[src/rtl/regfile_arbiter.sv]
// regfile_arbiter
// Round-robin arbiter sharing the single query/modify port of the 32-entry,
// 64-bit architectural register file among NUM_REQ requesters (issue-stage
// operand lookups and commit write-back). One requester is granted per cycle;
// read data comes back one cycle later in a registered response.
//
// Ports:
//   clk_in             clock, all state on rising edge
//   rst_in             asynchronous active-high reset
//   rdy_in             global enable, low pauses arbitration
//   req_valid          per-requester request
//   req_write          per-requester 1 = modify, 0 = query
//   req_index          packed register indices, requester i at [5i+4:5i]
//   req_wdata          packed write data, requester i at [64i+63:64i]
//   req_grant          one-hot combinational grant
//   resp_valid         one-hot registered completion pulse
//   resp_data          read data for the requester flagged in resp_valid
//   rf_query_or_modify register file op: 0 query, 1 modify
//   rf_reg_index       register file index
//   rf_modify_value    register file write value
//   rf_query_value     register file combinational read data

module regfile_arbiter #(
  parameter int NUM_REQ  = 3,
  parameter int REG_SIZE = 32
) (
  input  logic                          clk_in,
  input  logic                          rst_in,
  input  logic                          rdy_in,
  input  logic [NUM_REQ-1:0]            req_valid,
  input  logic [NUM_REQ-1:0]            req_write,
  input  logic [$clog2(REG_SIZE)*NUM_REQ-1:0] req_index,
  input  logic [64*NUM_REQ-1:0]         req_wdata,
  output logic [NUM_REQ-1:0]            req_grant,
  output logic [NUM_REQ-1:0]            resp_valid,
  output logic [63:0]                   resp_data,
  output logic                          rf_query_or_modify,
  output logic [$clog2(REG_SIZE)-1:0]   rf_reg_index,
  output logic [63:0]                   rf_modify_value,
  input  logic [63:0]                   rf_query_value
);

  localparam int IDX_W = $clog2(REG_SIZE);
  localparam int PTR_W = (NUM_REQ > 1) ? $clog2(NUM_REQ) : 1;

  logic [PTR_W-1:0]   ptr_q, ptr_d;
  logic [NUM_REQ-1:0] respValid_q, respValid_d;
  logic [63:0]        respData_q, respData_d;

  logic               grantFound;
  logic [PTR_W-1:0]   winIdx;
  logic [NUM_REQ-1:0] grantVec;
  logic               winWrite;
  logic [IDX_W-1:0]   winIndex;
  logic [63:0]        winData;

  // Round-robin search: first look at requesters at or above the pointer,
  // then wrap around to the lowest requester. Reset and pause suppress any
  // grant so nothing reaches the register file in those cycles.
  always_comb begin
    grantFound = 1'b0;
    winIdx     = '0;
    if (rdy_in && !rst_in) begin
      for (int i = 0; i < NUM_REQ; i++) begin
        if (!grantFound && req_valid[i] && (i >= int'(ptr_q))) begin
          grantFound = 1'b1;
          winIdx     = PTR_W'(i);
        end
      end
      for (int i = 0; i < NUM_REQ; i++) begin
        if (!grantFound && req_valid[i]) begin
          grantFound = 1'b1;
          winIdx     = PTR_W'(i);
        end
      end
    end
  end

  // Select the winner's fields; everything stays zero when nobody wins.
  always_comb begin
    grantVec = '0;
    winWrite = 1'b0;
    winIndex = '0;
    winData  = '0;
    for (int i = 0; i < NUM_REQ; i++) begin
      if (grantFound && (winIdx == PTR_W'(i))) begin
        grantVec[i] = 1'b1;
        winWrite    = req_write[i];
        winIndex    = req_index[i*IDX_W +: IDX_W];
        winData     = req_wdata[i*64 +: 64];
      end
    end
  end

  // Next-state: pointer moves just past the winner; the response captures
  // register-file data for reads (x0 always reads as zero) and zero for writes.
  always_comb begin
    ptr_d       = ptr_q;
    respValid_d = grantVec;
    respData_d  = respData_q;
    if (grantFound) begin
      if (int'(winIdx) == NUM_REQ - 1) begin
        ptr_d = '0;
      end else begin
        ptr_d = winIdx + 1'b1;
      end
      if (winWrite || (winIndex == '0)) begin
        respData_d = '0;
      end else begin
        respData_d = rf_query_value;
      end
    end
  end

  always_ff @(posedge clk_in or posedge rst_in) begin
    if (rst_in) begin
      ptr_q       <= '0;
      respValid_q <= '0;
      respData_q  <= '0;
    end else begin
      ptr_q       <= ptr_d;
      respValid_q <= respValid_d;
      respData_q  <= respData_d;
    end
  end

  // Writes to x0 are acknowledged but never reach the register file.
  assign rf_query_or_modify = grantFound && winWrite && (winIndex != '0);
  assign rf_reg_index       = winIndex;
  assign rf_modify_value    = winData;
  assign req_grant          = grantVec;
  assign resp_valid         = respValid_q;
  assign resp_data          = respData_q;

endmodule
[config.mk]
export PLATFORM = sky130hd
export DESIGN_NAME = regfile_arbiter
export DESIGN_NICKNAME = d
export VERILOG_FILES = /design/src/rtl/regfile_arbiter.sv
export SDC_FILE = /design/constraint.sdc
export NUM_CORES = 1
export LEC_CHECK = 0
export CORE_AREA = 3 3 160 162
export CTS_CLUSTER_SIZE = 12
export DETAILED_ROUTE_END_ITERATION = 6
export DIE_AREA = 0 0 163 165
export PLACE_DENSITY = 0.67
export SYNTH_ARGS = -nofsm -noshare
export SYNTH_HDL_FRONTEND = slang
export SYNTH_SLANG_ARGS = --single-unit
[constraint.sdc]
create_clock -name clk_in -period 2.1 [get_ports clk_in]
set_clock_uncertainty 0.1 [all_clocks]
set_input_delay 0.42 -clock clk_in [delete_from_list [all_inputs] [get_ports clk_in]]
set_output_delay 0.42 -clock clk_in [all_outputs]
set_load 0.01 [all_outputs]
; ---- Yosys cells after proc, flatten, opt, wreduce, memory -nomap -nowiden
; Index checks and enable logic that the tools add are counted.
[classes]
mux = 32
reduce_logical = 24
add_sub_neg = 1
magnitude_cmp = 3
n_eq_ne = 3
[ops]
columns = operator, n
row1 = two-way mux 64 bit, 4
row2 = two-way mux 1 bit, 19
row3 = two-way mux 5 bit, 3
row4 = logical AND 1 bit, 14
row5 = two-way mux 2 bit, 6
row6 = zero test 1 bit, 6
row7 = zero test 5 bit, 1
row8 = nonzero test 5 bit, 1
row9 = "== test 2 bit, second input constant", 2
row10 = "greater-or-equal comparator 1 x 2 -> 1 bit, first input constant", 2
row11 = "adder 2 x 1 -> 2 bit, second input constant", 1
row12 = "== test 2 x 1 -> 1 bit, second input constant", 1
row13 = "greater-or-equal comparator 2 bit, first input constant", 1
row14 = zero test 2 bit, 1
row15 = logical OR 1 bit, 1
[word_totals]
output_inout_bits = 140
register_bits = 69

; ---- Longest topological paths before layout
; Gate-level depths: netlist of the first run.
[depth]
ltp_word = 34
mapped_depth = 8

; ---- Least setup slack after synthesis of the first run
; OpenSTA, ideal clock, no wires.
[synth_path]
kind = reg-to-output
startpoint = reg ptr_q[1]
endpoint = out rf_modify_value[37]
path_slack_ps = -181
required_ps = 1580
t_arrival_ps = 1761
stages_incl_launch_ff = 8
path_buffers = 2
cell_sequence = dfrtp_1 > nand2b_1 > o211ai_1 > nor2_1 > buf_2 > clkbuf_1 > a222oi_1 > inv_1
[synth_via]
elab_chain_len = 31
elab_cells_between_ends = 43
cone_classes = order compare: 3 / eq/ne: 2 / mux: 21 / reduce/logical: 17
[synth_lines]
columns = item, line_no
row1 = "start, declared", 46  ; logic [PTR_W-1:0] ptr_q, ptr_d;
row2 = "start signal, assigned", 121  ; ptr_q <= ptr_d;
row3 = greater-or-equal comparator 1 x 2 -> 1 bit, 65  ; if (!grantFound && req_valid[i] && (i >= int'(ptr_q))) begin
row4 = logical AND 1 bit, 65
row5 = two-way mux 1 bit, 65
row6 = two-way mux 1 bit, 63  ; if (rdy_in && !rst_in) begin
row7 = zero test 1 bit, 65
row8 = logical AND 1 bit (2 in series), 65
row9 = two-way mux 1 bit, 65
row10 = two-way mux 1 bit, 63
row11 = [13 not listed], --
row12 = zero test 1 bit, 71  ; if (!grantFound && req_valid[i]) begin
row13 = logical AND 1 bit, 71
row14 = two-way mux 2 bit, 71
row15 = two-way mux 2 bit, 63
row16 = zero test 2 bit, 86  ; if (grantFound && (winIdx == PTR_W'(i))) begin
row17 = logical AND 1 bit, 86
row18 = two-way mux 64 bit (2 in series), 86
row19 = two-way mux 64 bit *, 86
row20 = "end, declared", 39  ; output logic [63:0] rf_modify_value,
; Mark *: on every way between the ends. The rest lies on a longest branch, timed or not. The select of a mux whose other input is x is not followed.

; ---- Worst setup path in the final report of the first run
[layout_path]
startpoint = reg ptr_q[0]
endpoint = out rf_modify_value[46]
; The elaborated chain is that of the path after synthesis.

==> flow_metrics.env, run 1 <==
export IMPL_first_global_vias=6895
export IMPL_wire_per_inst_um=22.6
export IMPL_status="finished, violations left"
export IMPL_min_period_ns=2.95
export IMPL_antenna_found_initial=4
export IMPL_via_per_inst=5.03
export IMPL_dieHeight_um=165
export IMPL_ios=420
export IMPL_grt_ovfl_total=0
export IMPL_drtPass1Iterations=7
export IMPL_slew_limit_headroom=0.547
export IMPL_crit_required_ns=1.58
export IMPL_rsz0062_at_grt="true"
export IMPL_finalNonFillerCells=1402
export IMPL_hold_buffers=0
export IMPL_drc=5
export IMPL_row_count=57
export IMPL_timing_critical_path_mode_cell="buf_4"
export IMPL_dpl_cell_count=1314
export IMPL_p_clk_frac=0.220
export IMPL_core_area_um2=24200
export IMPL_wl_mm=31.7
export IMPL_crit_type="reg2out"
export IMPL_ys_seq_area_frac=0.340
export IMPL_critPathSlowestCell="a222oi_1"
export IMPL_cp_arrival_ns=2.43
export IMPL_seq_area_um2=1730
export IMPL_maxCapViolCount=0
export IMPL_worst_slack_ns=-0.852
export IMPL_syn_inst=570
export IMPL_numCtsBuffers=9
export IMPL_hold_path_class="in2async"
export IMPL_post_dp_cell_area_um2=10100
export IMPL_fin_crit_sh=1.41
export IMPL_power_frac_seq=0.244
export IMPL_synthDistinctLibCells=35
export IMPL_start_kind="flip-flop"
export IMPL_cp_end_kind="primary output"
export IMPL_combPwrFrac=0.536
export IMPL_critPathTopFamily="compound AO/OA/AOI/OAI gates"
export IMPL_nets=1352
export IMPL_multi_input_area_um2=3160
export IMPL_gp_congestion=0.865
export IMPL_critPathBufInv=5
export IMPL_grt_pass1_wl_mm=43.2
export IMPL_dpl_worst_slack_ns=-1.41
export IMPL_dieArea_um2=26900
export IMPL_drv_slew=0
export IMPL_routed_via_count=7052
export IMPL_swShare=0.341
export IMPL_fmax_mhz=339
export IMPL_place_hpwl_mm=22.4
export IMPL_grt_usage=0.212
export IMPL_synthToLayoutAreaGrowth_pct=130
export IMPL_clkSinkCount=69
export IMPL_synthArstFlopShare=1.00
export IMPL_clock_tree_root_cell="clkbuf_16"
export IMPL_grt_max_degree=65
export IMPL_yosys_warnings=0
export IMPL_htree_levels=3
export IMPL_synth_edf_count=0
export IMPL_die_w_um=163
export IMPL_tritoncts="built"
export IMPL_setup_viol_count_final=137
export IMPL_ys_seq_elements=69
export IMPL_drive_gt1_frac=0.282
export IMPL_hold_viol_final=0
export IMPL_internal_power_mw=5.19
export IMPL_cpPeakStageDelay_ns=0.62
export IMPL_portBuffers=419
export IMPL_syn_nets=850
export IMPL_p_leak_nw=5.56
export IMPL_worst_pin_slew_ns=0.680
export IMPL_cts_buffer_depth=2
export IMPL_crit_chain="buf_6 -> nand3b_1 -> o211ai_1 -> buf_4 -> nor2_4 -> buf_4 -> a222oi_1 -> inv_1 -> buf_2"
export IMPL_crit_fanout=6
export IMPL_netlist_area_um2=5080
export IMPL_p_switching_mw=2.68
export IMPL_peakVddDrop_uv=374
export IMPL_fill_cells=2289
export IMPL_drt_iter0_drc=832
export IMPL_postLayoutCellArea_um2=11700
export IMPL_cellPowerDensity_nw_per_um2=674
export IMPL_clkTransAtPathRegs_ns=0.06
export IMPL_synth_avg_cell_area_um2=8.91
export IMPL_violations="DRC, setup timing"
export IMPL_synth_ff_type="dfrtp_1"
export IMPL_initial_core_util=0.209
export IMPL_clock_latency_ns=0.33
export IMPL_ant_nets=0
==> cell usage after synthesis (all sizes together), types with 3 or more instances <==
| library cell | count | share of area |
|---|---|---|
| a21o | 65 | 0.096 |
| a222oi | 64 | 0.13 |
| a22o | 6 | 0.010 |
| a31oi | 65 | 0.14 |
| buf | 32 | 0.044 |
| clkbuf | 32 | 0.024 |
| dfrtp | 69 | 0.34 |
| inv | 68 | 0.050 |
| nand2 | 68 | 0.050 |
| nand2b | 4 | 0.0049 |
| nand3 | 66 | 0.065 |
| nor2 | 5 | 0.0037 |
| nor3 | 3 | 0.0030 |
| o21a | 3 | 0.0044 |
==> flip-flops by register name, summed over array words and instances (netlist names) <==
register    flops
ptr_q           2
resp_data      64
resp_valid      3
==> worst paths after layout <==
kind,start,end,slack [ns],cells after the start
min in group clk_in,resp_data[5],resp_data[5],0.46,2
max in group asynchronous,rst_in,resp_data[24],1.25,4
hold / removal,rst_in,resp_data[2],0.21,4
hold reg to reg,resp_data[5],resp_data[5],0.46,2
setup / recovery,ptr_q[0],rf_modify_value[46],-0.85,9
setup reg to reg,ptr_q[0],resp_data[30],-0.47,13
==> metrics by stage <==
step | TNS, ns | hold slack, ns | power [mW] | util
floorplan | -6.08 | 0.437 | 3.41 | -
global placement | -149.43 | 0.445 | 5.34 | 0.415
detailed placement | -154.89 | 0.449 | 5.38 | 0.415
CTS | -70.88 | 0.461 | 7.53 | 0.457
global route | -88.42 | 0.235 | 8.26 | 0.482
finish | -74.77 | 0.211 | 7.87 | 0.482
==> repair_timing <==
item / 4_1_cts / 5_1_grt
endpoints found under the hold margin: 0 / 0
pin swaps: 55 / 42
resized for setup: 392 / 83
buffers inserted: 43 / 20
setup endpoints to repair: 137 / 138
gates cloned: 14 / 7
==> metal layers <==
layer	track usage	up-vias	wire length, um
met2	0.372	356	16100
met3	0.0855	61	3200
met1	0.236	3444	11500
li1	-	3185	-
met5	0	-	28
met4	0.0646	6	884
==> tightest hold or removal path, cell delays in order <==
cell,delay (ns)
dlymetal6s2s_1,0.14
buf_4,0.15
clkinvlp_4,0.08
buf_12,0.22
==> placed cells by master (no fill, tap or decap), drive strengths merged, types with 4 or more instances in the layout <==
cell / instances
a22o: 6
nand2: 68
a222oi: 64
dfrtp: 69
inv: 67
clkdlybuf4s50: 341
nand2b: 4
a31oi: 65
a21o: 65
nor2: 5
clkbuf: 19
buf: 200
nand3: 66
==> cells by family (layout without fill, tap and decap cells) <==
group | Yosys count | count (layout) | synth area share
AO/OA/AOI/OAI | 217 | 217 | 0.406
AND/OR/NAND/NOR | 152 | 152 | 0.136
buffers and inverters | 132 | 639 | 0.118
flip-flops | 69 | 69 | 0.340
other | 0 | 1 | 0
==> final cells by class <==
cell class	instances	area share
Clock buffer	11	0.0216
Inverter	68	0.0222
Sequential cell	69	0.148
Timing Repair Buffer	555	0.496
Multi-Input combinational cell	369	0.271
Tap cell	324	0.0347
Antenna cell	1	0.000214
Clock inverter	5	0.00707
==> power by group through the flow <==
| stage | Sequential (mW) | Combinational (mW) | Clock (mW) |
|---|---|---|---|
| after floorplan | 2.02 | 1.40 | 0 |
| after global placement | 1.92 | 3.42 | 0 |
| after detailed placement | 1.93 | 3.45 | 0 |
| after CTS | 1.91 | 3.85 | 1.77 |
| after global routing | 1.96 | 4.47 | 1.83 |
| final | 1.92 | 4.22 | 1.73 |
Power figures use the tool's default switching activity.
==> run 2: changes to the inputs <==
==> config.mk (replaced) <==
export PLATFORM = sky130hd
export DESIGN_NAME = regfile_arbiter
export DESIGN_NICKNAME = d
export VERILOG_FILES = /design/src/rtl/regfile_arbiter.sv
export SDC_FILE = /design/constraint.sdc
export NUM_CORES = 1
export LEC_CHECK = 0
export CELL_PAD_IN_SITES_DETAIL_PLACEMENT = 0
export CELL_PAD_IN_SITES_GLOBAL_PLACEMENT = 1
export CORE_ASPECT_RATIO = 0.75
export CORE_MARGIN = 3
export CORE_UTILIZATION = 20
export CTS_CLUSTER_DIAMETER = 60
export CTS_CLUSTER_SIZE = 12
export DETAILED_ROUTE_END_ITERATION = 6
export PLACE_DENSITY = 0.87
export SYNTH_ARGS = -nofsm -noshare
export SYNTH_HDL_FRONTEND = slang
export SYNTH_SLANG_ARGS = --single-unit
==> run 2 against run 1 <==
  * The flow still finishes with violations (DRC, setup timing)
  * Sequential power barely moved
  * Worst hold slack improved by 0.25 ns
  * Highest routed layer is now met4
  * Global-route usage fell by 1.3 points
==> flow_metrics.env, run 2 (synthesis results as in run 1) <==
export IMPL_hold_depth=2
export IMPL_nets=1338
export IMPL_hold_viol_final=0
export IMPL_finalPower_mw=8.14
export IMPL_worst_slack_ns=-0.858
export IMPL_min_period_ns=2.96
export IMPL_grt_usage=0.198
export IMPL_rrSetupSlack_ns=-0.41
export IMPL_crit_chain="buf_6 -> buf_6 -> nand2b_4 -> o211ai_1 -> buf_4 -> nor2_4 -> buf_6 -> a222oi_1 -> buf_4 -> inv_2 -> buf_6"
export IMPL_p_switching_mw=2.74
export IMPL_layout_common_cells="clkdlybuf4s50_1, dfrtp_1, nand2_1, inv_1, nand3_1"
export IMPL_rr_worst_depth=12
export IMPL_antenna_found_initial=0
export IMPL_cp_end_kind="primary output"
export IMPL_wl_mm=30.9
export IMPL_combPwrFrac=0.535
export IMPL_power_frac_seq=0.233
export IMPL_htree_levels=3
export IMPL_p_clk_frac=0.232
export IMPL_drt_iter0_drc=585
export IMPL_routed_via_count=6814
export IMPL_clock_tree_root_cell="clkbuf_16"
export IMPL_status="finished, violations left"
export IMPL_start_kind="flip-flop"
export IMPL_initial_core_util=0.208
export IMPL_swShare=0.336
export IMPL_internal_power_mw=5.41
export IMPL_timing_critical_path_mode_cell="buf_6"
export IMPL_maxCapViolCount=0
export IMPL_hold_buffers=0
export IMPL_drv_slew=0
export IMPL_multi_input_area_um2=3320
export IMPL_fill_cells=2238
export IMPL_timing_rr_end="resp_data[42]"
export IMPL_final_common_cell="clkdlybuf4s50_1"
export IMPL_grt_max_degree=65
export IMPL_violations="DRC, setup timing"
export IMPL_crit_fanout=4
export IMPL_final_core_util=0.484
export IMPL_worstHoldEndpoint="resp_data[1]"
export IMPL_ant_nets=0
export IMPL_dieHeight_um=144
export IMPL_hold_start="resp_data[1]"
export IMPL_worst_pin_slew_ns=0.562
export IMPL_finalNonFillerCells=1394
export IMPL_first_global_vias=6667
export IMPL_crit_type="reg2out"
export IMPL_seq_area_um2=1730
export IMPL_drc=9
export IMPL_grt_ovfl_total=0
export IMPL_via_per_inst=4.89
export IMPL_diodes=0
export IMPL_clock_latency_ns=0.35
export IMPL_dpl_worst_slack_ns=-1.36
export IMPL_p_leak_nw=5.52
export IMPL_tritoncts="built"
export IMPL_critPathSlowestCell="a222oi_1"
export IMPL_r2r_start="ptr_q[1]"
export IMPL_crit_required_ns=1.58
export IMPL_peakVddDrop_uv=373
export IMPL_core_area_um2=24500
export IMPL_portBuffers=419
export IMPL_cts_buffer_depth=2
export IMPL_dpl_cell_count=1313
export IMPL_synthToLayoutAreaGrowth_pct=133
export IMPL_drive_gt1_frac=0.272
export IMPL_gp_congestion=1.05
export IMPL_hold_path_class="reg2reg"
export IMPL_slew_limit_headroom=0.625
export IMPL_largest_reg_flops=64
export IMPL_numCtsBuffers=9
export IMPL_cellPowerDensity_nw_per_um2=687
export IMPL_rsz0062_at_grt="true"
export IMPL_setup_viol_count_final=137
export IMPL_cp_arrival_ns=2.44
export IMPL_grt_pass1_wl_mm=41.3
export IMPL_dieArea_um2=27400
export IMPL_place_hpwl_mm=21.1
export IMPL_row_count=49
export IMPL_fin_crit_sh=1.41
export IMPL_wire_per_inst_um=22.2
export IMPL_clkSinkCount=69
export IMPL_ios=420
export IMPL_die_w_um=190
export IMPL_cpPeakStageDelay_ns=0.55
export IMPL_fmax_mhz=338
export IMPL_drtPass1Iterations=7
export IMPL_clkTransAtPathRegs_ns=0.06
-- run 2: through the flow --
stage          TNS [ns]  hold slack [ns]  cell area [um^2]
2_1_floorplan     -6.08            0.437              5160
3_3_place_gp    -161.25            0.440             10000
3_5_place_dp    -160.99            0.450             10000
4_1_cts          -82.43            0.459             11000
5_1_grt          -88.80            0.485             11900
6_report         -72.87            0.461             11900
-- run 2: worst max-delay path by stage --
| stage | from | end | slack [ns] |
|---|---|---|---|
| 2_1_floorplan | ptr_q[0] | rf_modify_value[45] | -0.15 |
| 3_3_place_gp | req_valid[1] | rf_modify_value[9] | -1.46 |
| 3_5_place_dp | req_valid[1] | rf_modify_value[9] | -1.36 |
| 4_1_cts | ptr_q[1] | rf_query_or_modify | -0.83 |
| 5_1_grt | ptr_q[0] | rf_modify_value[9] | -0.96 |
| 6_report | ptr_q[0] | rf_modify_value[9] | -0.86 |
-- run 2: final cells by class --
| cell class | instances | area share |
|---|---|---|
| clock buffer | 9 | 0.0190 |
| clock inverter | 7 | 0.0116 |
| inverter | 68 | 0.0219 |
| multi-input combinational | 369 | 0.280 |
| sequential | 69 | 0.146 |
| tap | 331 | 0.0349 |
| timing repair buffer | 541 | 0.487 |
-- run 2: timing repair --
action,CTS,global route
buffers inserted,37,13
pin swaps,60,67
gates resized for setup,406,84
cloned,8,16
setup endpoints to repair,137,137
-- run 2: routing by layer --
metal / global-route usage / up-vias / part of all wire
met5: 0 / - / 0
met4: 0.0408 / 0 / 0.017
met3: 0.0606 / 34 / 0.076
met2: 0.340 / 271 / 0.50
met1: 0.248 / 3345 / 0.41
li1: - / 3164 / -
-- run 2: power groups by stage --
stage          clock network, mW  registers [mW]  logic [mW]
6_report                    1.89            1.90        4.35
3_5_place_dp                   0            1.92        3.44
4_1_cts                     1.94            1.89        3.76
3_3_place_gp                   0            1.92        3.40
5_1_grt                     2.00            1.94        4.61
2_1_floorplan                  0            2.02        1.40
-- run 2: worst max-delay path, delay by kind of cell (launching register included) --
kind / cells / cell delay, ns
buffers and inverters: 7 / 0.85
AO/OA/AOI/OAI: 2 / 0.78
flip-flops: 1 / 0.36
AND/OR/NAND/NOR: 2 / 0.09
